## src/rtl/uart_rx.sv

```systemverilog
// uart_rx: 8N1 UART receiver. Samples the synchronized serial line at mid-bit,
// holds one received byte for the CPU bus and reports framing/overrun errors.
module uart_rx #(
    parameter int unsigned BAUD_DIV = 217
) (
    input  logic       i_clk,
    input  logic       i_reset,
    input  logic       i_rx,
    input  logic       i_ack,
    input  logic       i_clr_err,
    output logic [7:0] o_data,
    output logic       o_valid,
    output logic       o_frame_err,
    output logic       o_overrun,
    output logic       o_busy
);

    localparam int unsigned CNT_W     = (BAUD_DIV > 1) ? $clog2(BAUD_DIV) : 1;
    localparam int unsigned BIT_W     = 3;
    localparam int unsigned DATA_W    = 8;
    localparam logic [CNT_W-1:0] HALF_LAST = CNT_W'(BAUD_DIV / 2 - 1);
    localparam logic [CNT_W-1:0] BIT_LAST  = CNT_W'(BAUD_DIV - 1);
    localparam logic [BIT_W-1:0] LAST_BIT  = BIT_W'(7);

    typedef enum logic [2:0] {
        ST_IDLE,
        ST_START,
        ST_DATA,
        ST_STOP,
        ST_BREAK
    } state_t;

    state_t              state_q, state_d;
    logic [CNT_W-1:0]    cnt_q, cnt_d;
    logic [BIT_W-1:0]    bit_q, bit_d;
    logic [DATA_W-1:0]   shift_q, shift_d;
    logic                rx_meta_q, rx_s_q;

    logic [DATA_W-1:0]   data_q, data_d;
    logic                valid_q, valid_d;
    logic                ferr_q, ferr_d;
    logic                ovr_q, ovr_d;
    logic                busy_q;

    // Stop-bit outcome strobes, asserted in the cycle the stop bit is sampled.
    logic                stop_good_c;
    logic                stop_bad_c;

    // Two-flop synchronizer; resets to idle-high so reset release is not a start.
    always_ff @(posedge i_clk or posedge i_reset) begin
        if (i_reset) begin
            rx_meta_q <= 1'b1;
            rx_s_q    <= 1'b1;
        end else begin
            rx_meta_q <= i_rx;
            rx_s_q    <= rx_meta_q;
        end
    end

    // State and receive datapath registers.
    always_ff @(posedge i_clk or posedge i_reset) begin
        if (i_reset) begin
            state_q <= ST_IDLE;
            cnt_q   <= '0;
            bit_q   <= '0;
            shift_q <= '0;
        end else begin
            state_q <= state_d;
            cnt_q   <= cnt_d;
            bit_q   <= bit_d;
            shift_q <= shift_d;
        end
    end

    // Next-state logic: bit timing, data shifting and stop-bit evaluation.
    always_comb begin
        state_d     = state_q;
        cnt_d       = cnt_q + CNT_W'(1);
        bit_d       = bit_q;
        shift_d     = shift_q;
        stop_good_c = 1'b0;
        stop_bad_c  = 1'b0;
        unique case (state_q)
            ST_IDLE: begin
                cnt_d = '0;
                if (!rx_s_q) begin
                    state_d = ST_START;
                end
            end
            ST_START: begin
                if (cnt_q == HALF_LAST) begin
                    cnt_d = '0;
                    bit_d = '0;
                    // A line that is high again at mid-start-bit was a glitch.
                    state_d = rx_s_q ? ST_IDLE : ST_DATA;
                end
            end
            ST_DATA: begin
                if (cnt_q == BIT_LAST) begin
                    cnt_d   = '0;
                    shift_d = {rx_s_q, shift_q[DATA_W-1:1]};
                    if (bit_q == LAST_BIT) begin
                        state_d = ST_STOP;
                    end else begin
                        bit_d = bit_q + BIT_W'(1);
                    end
                end
            end
            ST_STOP: begin
                if (cnt_q == BIT_LAST) begin
                    cnt_d = '0;
                    if (rx_s_q) begin
                        stop_good_c = 1'b1;
                        state_d     = ST_IDLE;
                    end else begin
                        stop_bad_c = 1'b1;
                        state_d    = ST_BREAK;
                    end
                end
            end
            ST_BREAK: begin
                // Hold off new starts until the line returns high.
                cnt_d = '0;
                if (rx_s_q) begin
                    state_d = ST_IDLE;
                end
            end
            default: begin
                cnt_d   = '0;
                state_d = ST_IDLE;
            end
        endcase
    end

    // Output next values: delivery, acknowledge and sticky error flags.
    always_comb begin
        data_d  = data_q;
        valid_d = valid_q;
        ferr_d  = ferr_q;
        ovr_d   = ovr_q;
        if (i_clr_err) begin
            ferr_d = 1'b0;
            ovr_d  = 1'b0;
        end
        if (i_ack && valid_q) begin
            valid_d = 1'b0;
        end
        // Delivery and error setting come last so they win over ack/clear.
        if (stop_good_c) begin
            if (!valid_q || i_ack) begin
                data_d  = shift_q;
                valid_d = 1'b1;
            end else begin
                ovr_d = 1'b1;
            end
        end
        if (stop_bad_c) begin
            ferr_d = 1'b1;
        end
    end

    // Output registers.
    always_ff @(posedge i_clk or posedge i_reset) begin
        if (i_reset) begin
            data_q  <= '0;
            valid_q <= 1'b0;
            ferr_q  <= 1'b0;
            ovr_q   <= 1'b0;
            busy_q  <= 1'b0;
        end else begin
            data_q  <= data_d;
            valid_q <= valid_d;
            ferr_q  <= ferr_d;
            ovr_q   <= ovr_d;
            busy_q  <= (state_d != ST_IDLE);
        end
    end

    assign o_data      = data_q;
    assign o_valid     = valid_q;
    assign o_frame_err = ferr_q;
    assign o_overrun   = ovr_q;
    assign o_busy      = busy_q;

endmodule

```

## config.mk

```make
export PLATFORM = sky130hd
export DESIGN_NAME = uart_rx
export DESIGN_NICKNAME = d
export VERILOG_FILES = /design/src/rtl/uart_rx.sv
export SDC_FILE = /design/constraint.sdc
export NUM_CORES = 1
export LEC_CHECK = 0
export BUFFER_PORTS_ARGS = -buffer_cell sky130_fd_sc_hd__buf_4
export CAP_MARGIN = 40
export CORE_MARGIN = 4
export CORE_UTILIZATION = 55
export CTS_BUF_LIST = sky130_fd_sc_hd__clkbuf_4
export DETAILED_ROUTE_END_ITERATION = 6
export PLACE_DENSITY_LB_ADDON = 0.05
export SLEW_MARGIN = 20
export SYNTH_ARGS = -nofsm -noshare
export SYNTH_HDL_FRONTEND = slang
export SYNTH_SLANG_ARGS = --single-unit
```

## constraint.sdc

```tcl
create_clock -name i_clk -period 2.2 [get_ports i_clk]
set_clock_uncertainty 0.2 [all_clocks]
set_input_delay 0.11 -clock i_clk [delete_from_list [all_inputs] [get_ports i_clk]]
set_output_delay 0.11 -clock i_clk [all_outputs]
set_load 0.05 [all_outputs]
```

==> flow_summary.json, run 1 <==
{
  "cts-root-buf": "clkbuf_4",
  "worstPathRequired_ns": 2.28,
  "route.detailed.drc": 0,
  "ff2ff_path_depth": 8,
  "power_frac_comb": 0.023,
  "r2r_slack_ns": 0.08,
  "hold_class": "reg -> reg",
  "routed_wl_um": 2760,
  "fill_cells": 209,
  "cp_max_fo": 4,
  "ir_worst_vdd_uv": 479,
  "switching_power_uw": 225,
  "avgRoutedWirePerCell_um": 14.6,
  "design_area_um2": 1940,
  "gp_congestion": 0.825,
  "die_area_um2": 3880,
  "yosysSeqAreaShare": 0.557,
  "fin_ws_ns": 0.0786,
  "drt_iter0_markers": 54,
  "yosys.area.top_type": "dfrtp_1",
  "ys_seq_elements": 36,
  "min_to": "rx_s_q$_DFF_PP1_",
  "start_util": 0.583,
  "sequentialPowerShare": 0.579,
  "async_flop_share": 1.00,
  "cts_tree": "done",
  "path_clk_slew_ns": 0.10,
  "synth_cells": 126,
  "synthesis.area_um2": 1620,
  "period_share": 0.964,
  "fmax_ghz": 0.471,
  "rsz0062_at_grt": "false",
  "yosysMostFrequentCell": "dfrtp_1",
  "max-cap-violations": 0,
  "htree_levels": 2,
  "grt_pass1_wl_um": 4950,
  "nets": 166,
  "place_area_um2": 1790,
  "synthesis.nets": 135,
  "place_hpwl_um": 1900,
  "synthTopCellsByCount": "dfrtp_1, nor2_1, mux2_1, mux2_4",
  "die_height_um": 62.3,
  "grt_max_degree": 37,
  "fin_crit_ns": 2.12,
  "synth_cell_types": 37,
  "end_kind": "flop",
  "gr-usage-all-layers": 0.161,
  "insertion_delay_ns": 0.33,
  "port_buffers": 16,
  "arrival_ns": 2.20,
  "vias": 1042,
  "outcome": "completed",
  "postRouteAntennaNets": 0,
  "min_delay_path_depth": 0,
  "p_per_area_nw_per_um2": 594,
  "worstMarginPinSlew_ns": 0.434,
  "rows": 19,
  "n_antenna_cell": 0,
  "clkPwrFrac": 0.398,
  "crit_path_start_kind": "flop",
  "syn_avg_cell_area_um2": 12.9,
  "drive_above_1_share": 0.304,
  "synth_edf_count": 0,
  "syn_to_final_growth_pct": 19.5,
  "dr.pass1.iters": 4,
  "pre_cts_ws_ns": 0.183,
  "synth_area_leaders": "dfrtp_1, mux2_4, mux2_1",
  "hold_ws_ns": 0.162,
  "boundaryPins": 17,
  "leakage_uw": 0.00102,
  "antenna_found_initial": 0,
  "setup-violations-final": 0,
  "setup.worst_path.class": "reg -> reg",
  "r2r-end": "o_overrun$_DFF_PP0_",
  "coreArea_um2": 2780,
  "max-clock-path-buffers": 2,
  "avgViaCountPerCell": 5.51,
  "switching_share": 0.195,
  "dieWidth_um": 62.3,
  "ys_warn_count": 0,
  "reg2reg_from": "cnt_q[0]$_DFF_PP0_",
  "dominantRegCellSynth": "dfrtp_1",
  "maxSlewHeadroom": 0.711,
  "worstHoldStart": "rx_meta_q$_DFF_PP1_",
  "grt_pass1_vias": 1044,
  "timing.setup.tns_ns": 0,
  "grt-ovfl-total": 0,
  "synth_top_area_share": 0.525,
  "slew_violations": 0,
  "numCtsBuffers": 5,
  "p_int_uw": 926,
  "hold_viol": 0,
  "clock-sinks": 36
}
power by group through the flow:
| stage | registers, uW | clock network [uW] | logic [uW] |
|---|---|---|---|
| floorplan | 679 | 0 | 11.0 |
| global placement | 680 | 0 | 20.8 |
| detailed placement | 680 | 0 | 21.4 |
| CTS | 667 | 474 | 27.0 |
| global route | 667 | 517 | 31.0 |
| finish | 667 | 459 | 26.1 |
kinds of logic (layout without fill, tap and decap cells):
family / Yosys count / in the layout / share of synthesized area
AOI/OAI and AO/OA: 12 / 12 / 0.0517
xor gates and xnor gates: 6 / 6 / 0.0324
adders and majority gates: 4 / 4 / 0.0309
buffers and inverters: 9 / 41 / 0.0255
DFF: 36 / 36 / 0.557
muxes: 18 / 18 / 0.144
and+or+nand+nor: 41 / 41 / 0.159
critical path: stages (launching register included):
cell,delay [ns]
dfrtp_2,0.44
inv_1,0.07
ha_1,0.19
nand4b_4,0.16
nor2_4,0.14
buf_4,0.12
nand2_1,0.06
o22ai_1,0.12
dlygate4sd3_1,0.57
cells in the final DEF (no fill, tap or decap), drive strengths merged, types with 2 or more instances in the layout:
| cell | count |
|---|---|
| nor3 | 4 |
| xnor2 | 4 |
| nand2 | 8 |
| a22o | 2 |
| ha | 4 |
| o22ai | 2 |
| nor2 | 14 |
| mux2 | 18 |
| nand3 | 3 |
| buf | 20 |
| dfstp | 2 |
| xor2 | 2 |
| dlygate4sd3 | 5 |
| o21ai | 2 |
| dfrtp | 34 |
| and3 | 2 |
| inv | 8 |
| clkbuf | 6 |
metrics by stage:
stage / instances / util / power [uW]
2_1_floorplan: 126 / - / 690
3_3_place_gp: 175 / 0.644 / 701
3_5_place_dp: 175 / 0.644 / 701
4_1_cts: 188 / 0.691 / 1170
5_1_grt: 189 / 0.697 / 1220
6_report: 189 / 0.697 / 1150
flip-flops by register name, indices dropped and copies added (netlist names):
name,flops
rx_s_q,1
rx_meta_q,1
bit_q,3
o_frame_err,1
o_overrun,1
cnt_q,8
state_q,3
shift_q,8
o_data,8
o_busy,1
o_valid,1
worst max path at each step:
stage                  startpoint                     to  cells past startpoint
3_5_place_dp   cnt_q[0]$_DFF_PP0_  o_data[6]$_DFFE_PP0P_                      7
2_1_floorplan  cnt_q[0]$_DFF_PP0_  o_data[0]$_DFFE_PP0P_                      7
4_1_cts        cnt_q[0]$_DFF_PP0_    o_overrun$_DFF_PP0_                      8
5_1_grt        cnt_q[0]$_DFF_PP0_    o_overrun$_DFF_PP0_                      8
6_report       cnt_q[0]$_DFF_PP0_    o_overrun$_DFF_PP0_                      8
3_3_place_gp   cnt_q[0]$_DFF_PP0_  o_data[6]$_DFFE_PP0P_                      7
routing by layer:
metal	global-route usage	routed length (um)
met1	0.209	1250
met2	0.242	1330
met3	0.0559	128
met4	0.0716	51
met5	0	0
final cells by class:
cell class                 count  area [um^2]  area share
sequential                    36          905       0.467
timing repair buffer          25          200       0.103
inverter                       8         30.0      0.0155
clock inverter                 2         35.0      0.0181
tap                           31         38.8      0.0200
clock buffer                   6         45.0      0.0232
multi-input combinational     81          684       0.353
timing repair:
action,in CTS,in global routing
endpoints found under the setup margin,0,1
buffers inserted,0,1
hold endpoints to repair,40,0
resized for setup,0,3
hold buffers,5,0
(Power assumes the default switching activity.)
==> run 2: changes to the inputs <==
- CTS_BUF_LIST: sky130_fd_sc_hd__clkbuf_4 -> not set
==> run 2 against run 1 <==
  * First-iteration DRC count down 3.7%
  * Core utilization decreased by 0.13 points
  * Maximum frequency about the same
  * Cell count did not move
  * Power down 1.3%
  * Clock power down 3%
  * Via count up 0.48%
  * Largest cell class unchanged
  * Critical path depth unchanged
==> flow_summary.json, run 2 (synthesis gave the netlist of run 1 again) <==
{
  "htree_levels": 2,
  "end_kind": "flop",
  "syn_to_final_growth_pct": 19.3,
  "coreArea_um2": 2780,
  "dieWidth_um": 62.3,
  "avgViaCountPerCell": 5.54,
  "cp_max_fo": 4,
  "dr.pass1.iters": 4,
  "numCtsBuffers": 5,
  "cts-root-buf": "clkbuf_4",
  "leakage_uw": 0.00101,
  "die_height_um": 62.3,
  "outcome": "completed",
  "cts_tree": "done",
  "rsz0062_at_grt": "false",
  "max-clock-path-buffers": 2,
  "crit_path_start_kind": "flop",
  "ff2ff_path_depth": 8,
  "clock-sinks": 36,
  "gr-usage-all-layers": 0.161,
  "n_antenna_cell": 0,
  "setup.worst_path.class": "reg -> reg",
  "vias": 1047,
  "period_share": 0.964,
  "grt_pass1_vias": 1040,
  "drt_iter0_markers": 52,
  "gp_congestion": 0.825,
  "slew_violations": 0,
  "p_per_area_nw_per_um2": 587,
  "path_clk_slew_ns": 0.10,
  "routed_wl_um": 2760,
  "ir_worst_vdd_uv": 479,
  "boundaryPins": 17,
  "place_hpwl_um": 1900,
  "grt_max_degree": 37,
  "fmax_ghz": 0.471,
  "antenna_found_initial": 0,
  "avgRoutedWirePerCell_um": 14.6,
  "final_common_cell": "dfrtp_1",
  "hold_ws_ns": 0.162,
  "maxSlewHeadroom": 0.710,
  "insertion_delay_ns": 0.33,
  "setup-violations-final": 0,
  "start_util": 0.583,
  "worstPathRequired_ns": 2.28,
  "min_delay_path_depth": 0,
  "max-cap-violations": 0,
  "nets": 166,
  "grt_pass1_wl_um": 4930,
  "mostFrequentLayoutCells": "dfrtp_1, buf_4, nor2_1",
  "arrival_ns": 2.20,
  "grt-ovfl-total": 0,
  "route.detailed.drc": 0,
  "drive_above_1_share": 0.297,
  "hold_class": "reg -> reg",
  "postRouteAntennaNets": 0,
  "worstMarginPinSlew_ns": 0.434,
  "die_area_um2": 3880,
  "timing.setup.tns_ns": 0,
  "port_buffers": 16,
  "fin_crit_ns": 2.12,
  "hold_viol": 0,
  "rows": 19
}
-- run 2: cell counts in the layout (fill, tap and decap cells not counted) --
No cell type changed its count.
-- run 2: metal layers --
layer  track usage  share of wire
met4        0.0716          0.018
met1         0.209           0.46
met5             0              0
met3        0.0559          0.046
met2         0.241           0.48
-- run 2: layout make-up --
type | count | area [um^2]
Inverter | 8 | 30.0
Tap cell | 31 | 38.8
Multi-Input combinational cell | 81 | 684
Timing Repair Buffer | 25 | 200
Sequential cell | 36 | 905
Clock inverter | 2 | 35.0
Fill cell | 208 | 847
Clock buffer | 6 | 41.3
-- run 2: final timing paths --
kind                                           from  slack (ns)                      to
worst max-delay path             cnt_q[0]$_DFF_PP0_        0.08     o_overrun$_DFF_PP0_
min in group asynchronous                   i_reset        0.23  shift_q[6]$_DFFE_PP0P_
worst min-delay path            rx_meta_q$_DFF_PP1_        0.16        rx_s_q$_DFF_PP1_
max in group asynchronous                   i_reset        1.24        rx_s_q$_DFF_PP1_
worst min register to register  rx_meta_q$_DFF_PP1_        0.16        rx_s_q$_DFF_PP1_
worst max register to register   cnt_q[0]$_DFF_PP0_        0.08     o_overrun$_DFF_PP0_
-- run 2: timing repair --
action | CTS | global route
hold endpoints to repair | 40 | 0
resized for setup | 0 | 3
setup endpoints to repair | 0 | 1
hold buffers | 5 | 0
setup buffers | 0 | 1
-- run 2: power by group --
group / internal, uW / switching (uW) / total [uW]
clock network: 238 / 205 / 444
logic: 11.3 / 14.8 / 26.1
registers: 665 / 2.03 / 667
-- run 2: metrics by stage --
stage	cells	utilization	worst slack (ns)	cell area (um^2)	total power (uW)
after floorplan	126	-	0.304	1620	690
after global placement	175	0.644	0.213	1790	701
after detailed placement	175	0.644	0.183	1790	701
after CTS	188	0.690	0.0439	1920	1150
after global routing	189	0.695	0.00964	1930	1200
final	189	0.695	0.0786	1930	1140
-- run 2: worst max-delay path: stages, from the launching register on --
cell           delay, ns
dfrtp_2             0.44
inv_1               0.07
ha_1                0.19
nand4b_4            0.16
nor2_4              0.14
buf_4               0.12
nand2_1             0.06
o22ai_1             0.12
dlygate4sd3_1       0.57
==> run 3: changes to the inputs <==
- GPL_TIMING_DRIVEN: not set -> 0
- RECOVER_POWER: not set -> 50
==> run 3 against run 2 <==
  * Sequential cell count unchanged
  * Hold slack is essentially flat
  * Worst setup slack gained 0.088 ns
  * Global-route usage is 0.18 points higher
  * Core utilization down 0.99 points
  * Maximum frequency is 4.3% higher
  * Wire length down 0.18%
  * Clock-buffer cell count unchanged
  * Cell area shrank 1.4%
  * First-iteration DRC count down 46%
  * Combinational power down 7%
  * Register-to-register slack better by 0.09 ns
  * Largest cell class unchanged
==> flow_summary.json, run 3 (synthesis gave the netlist of run 1 again) <==
{
  "outcome": "completed",
  "mostFrequentLayoutCells": "dfrtp_1, nor2_1, buf_4",
  "maxSlewHeadroom": 0.142,
  "max-clock-path-buffers": 2,
  "cp_max_fo": 4,
  "grt_pass1_vias": 1026,
  "grt_pass1_wl_um": 4950,
  "fmax_ghz": 0.492,
  "htree_levels": 2,
  "postRouteAntennaNets": 0,
  "p_per_area_nw_per_um2": 595,
  "die_height_um": 62.3,
  "grt-ovfl-total": 0,
  "avgViaCountPerCell": 5.45,
  "coreArea_um2": 2780,
  "max-cap-violations": 0,
  "dp.cells": 173,
  "cts_tree": "done",
  "clock-sinks": 36,
  "dr.pass1.iters": 4,
  "path_clk_slew_ns": 0.10,
  "avgRoutedWirePerCell_um": 14.7,
  "ir_worst_vdd_uv": 766,
  "syn_to_final_growth_pct": 17.6,
  "arrival_ns": 2.11,
  "drive_above_1_share": 0.256,
  "fin_crit_ns": 2.03,
  "hold_viol": 0,
  "fin_util": 0.686,
  "slew_violations": 0,
  "worstMarginPinSlew_ns": 1.29,
  "grt_max_degree": 37,
  "hold_class": "reg -> reg",
  "setup-violations-final": 0,
  "timing.setup.tns_ns": 0,
  "die_area_um2": 3880,
  "worstPathRequired_ns": 2.27,
  "r2r_slack_ns": 0.17,
  "rsz0062_at_grt": "false",
  "cts-root-buf": "clkbuf_4",
  "dieWidth_um": 62.3,
  "gp_congestion": 0.838,
  "min_delay_path_depth": 0,
  "leakage_uw": 0.000988,
  "ff2ff_path_depth": 7,
  "gr-usage-all-layers": 0.162,
  "drt_iter0_markers": 28,
  "crit_path_start_kind": "flop",
  "setup.worst_path.class": "reg -> reg",
  "place_area_um2": 1780,
  "boundaryPins": 17,
  "n_antenna_cell": 0,
  "design_area_um2": 1910,
  "start_util": 0.583,
  "stdcell_count": 187,
  "numCtsBuffers": 5,
  "port_buffers": 16,
  "insertion_delay_ns": 0.33,
  "place_hpwl_um": 1820,
  "nets": 164,
  "end_kind": "flop",
  "route.detailed.drc": 0,
  "rows": 19,
  "final_common_cell": "dfrtp_1",
  "routed_wl_um": 2750,
  "period_share": 0.924,
  "antenna_found_initial": 0,
  "vias": 1019
}
-- run 3: cell types whose count changed in the layout (fill, tap and decap cells not counted), sizes merged --
cell / previous run / this run
clkbuf: 6 / 12
buf: 20 / 12
-- run 3: final cells by class --
type / instances / area [um^2]
repair buffers: 22 / 163
plain buffers: 1 / 11.3
clock inverters: 2 / 35.0
well taps: 31 / 38.8
clock buffers: 6 / 41.3
inverters: 8 / 30.0
fillers: 211 / 875
flip-flops and latches: 36 / 903
multi-input cells: 81 / 684
-- run 3: worst paths after layout --
check	from	to
setup / recovery	cnt_q[0]$_DFF_PP0_	o_overrun$_DFF_PP0_
hold / removal	rx_meta_q$_DFF_PP1_	rx_s_q$_DFF_PP1_
setup reg to reg	cnt_q[0]$_DFF_PP0_	o_overrun$_DFF_PP0_
hold reg to reg	rx_meta_q$_DFF_PP1_	rx_s_q$_DFF_PP1_
max in group asynchronous	i_reset	bit_q[0]$_DFFE_PP0P_
min in group asynchronous	i_reset	o_data[5]$_DFFE_PP0P_
-- run 3: metal layers --
layer,global-route usage,vias to the layer above,wire [um]
li1,-,497,-
met4,0.0637,0,40
met1,0.215,494,1300
met5,0,-,0
met3,0.0649,6,123
met2,0.238,22,1290
-- run 3: report_power, final --
part | internal, uW | switching [uW]
combinational | 9.86 | 14.6
sequential | 665 | 1.98
clock | 238 | 206
total | 913 | 222
-- run 3: what timing repair did --
action / in CTS / in global routing
setup buffers: 0 / 1
endpoints found under the setup margin: 0 / 1
hold buffers: 5 / 0
resized for setup: 0 / 2
endpoints found under the hold margin: 38 / 0
-- run 3: critical path: stages, from the launching register on --
cell and delay, ns:
dfrtp_1 0.42, inv_1 0.07, ha_1 0.20, nand4b_4 0.16, nor2_4 0.17, nand2_1 0.09, o22ai_1 0.10, dlygate4sd3_1 0.56
-- run 3: stage by stage --
stage                     hold slack [ns]  total power (uW)  setup slack (ns)
after floorplan                   -0.0855               690             0.304
after global placement             0.0192               699             0.148
after detailed placement           0.0193               700             0.109
after CTS                           0.165              1160            0.0487
after global routing                0.171              1200           0.00727
final                               0.162              1140             0.166
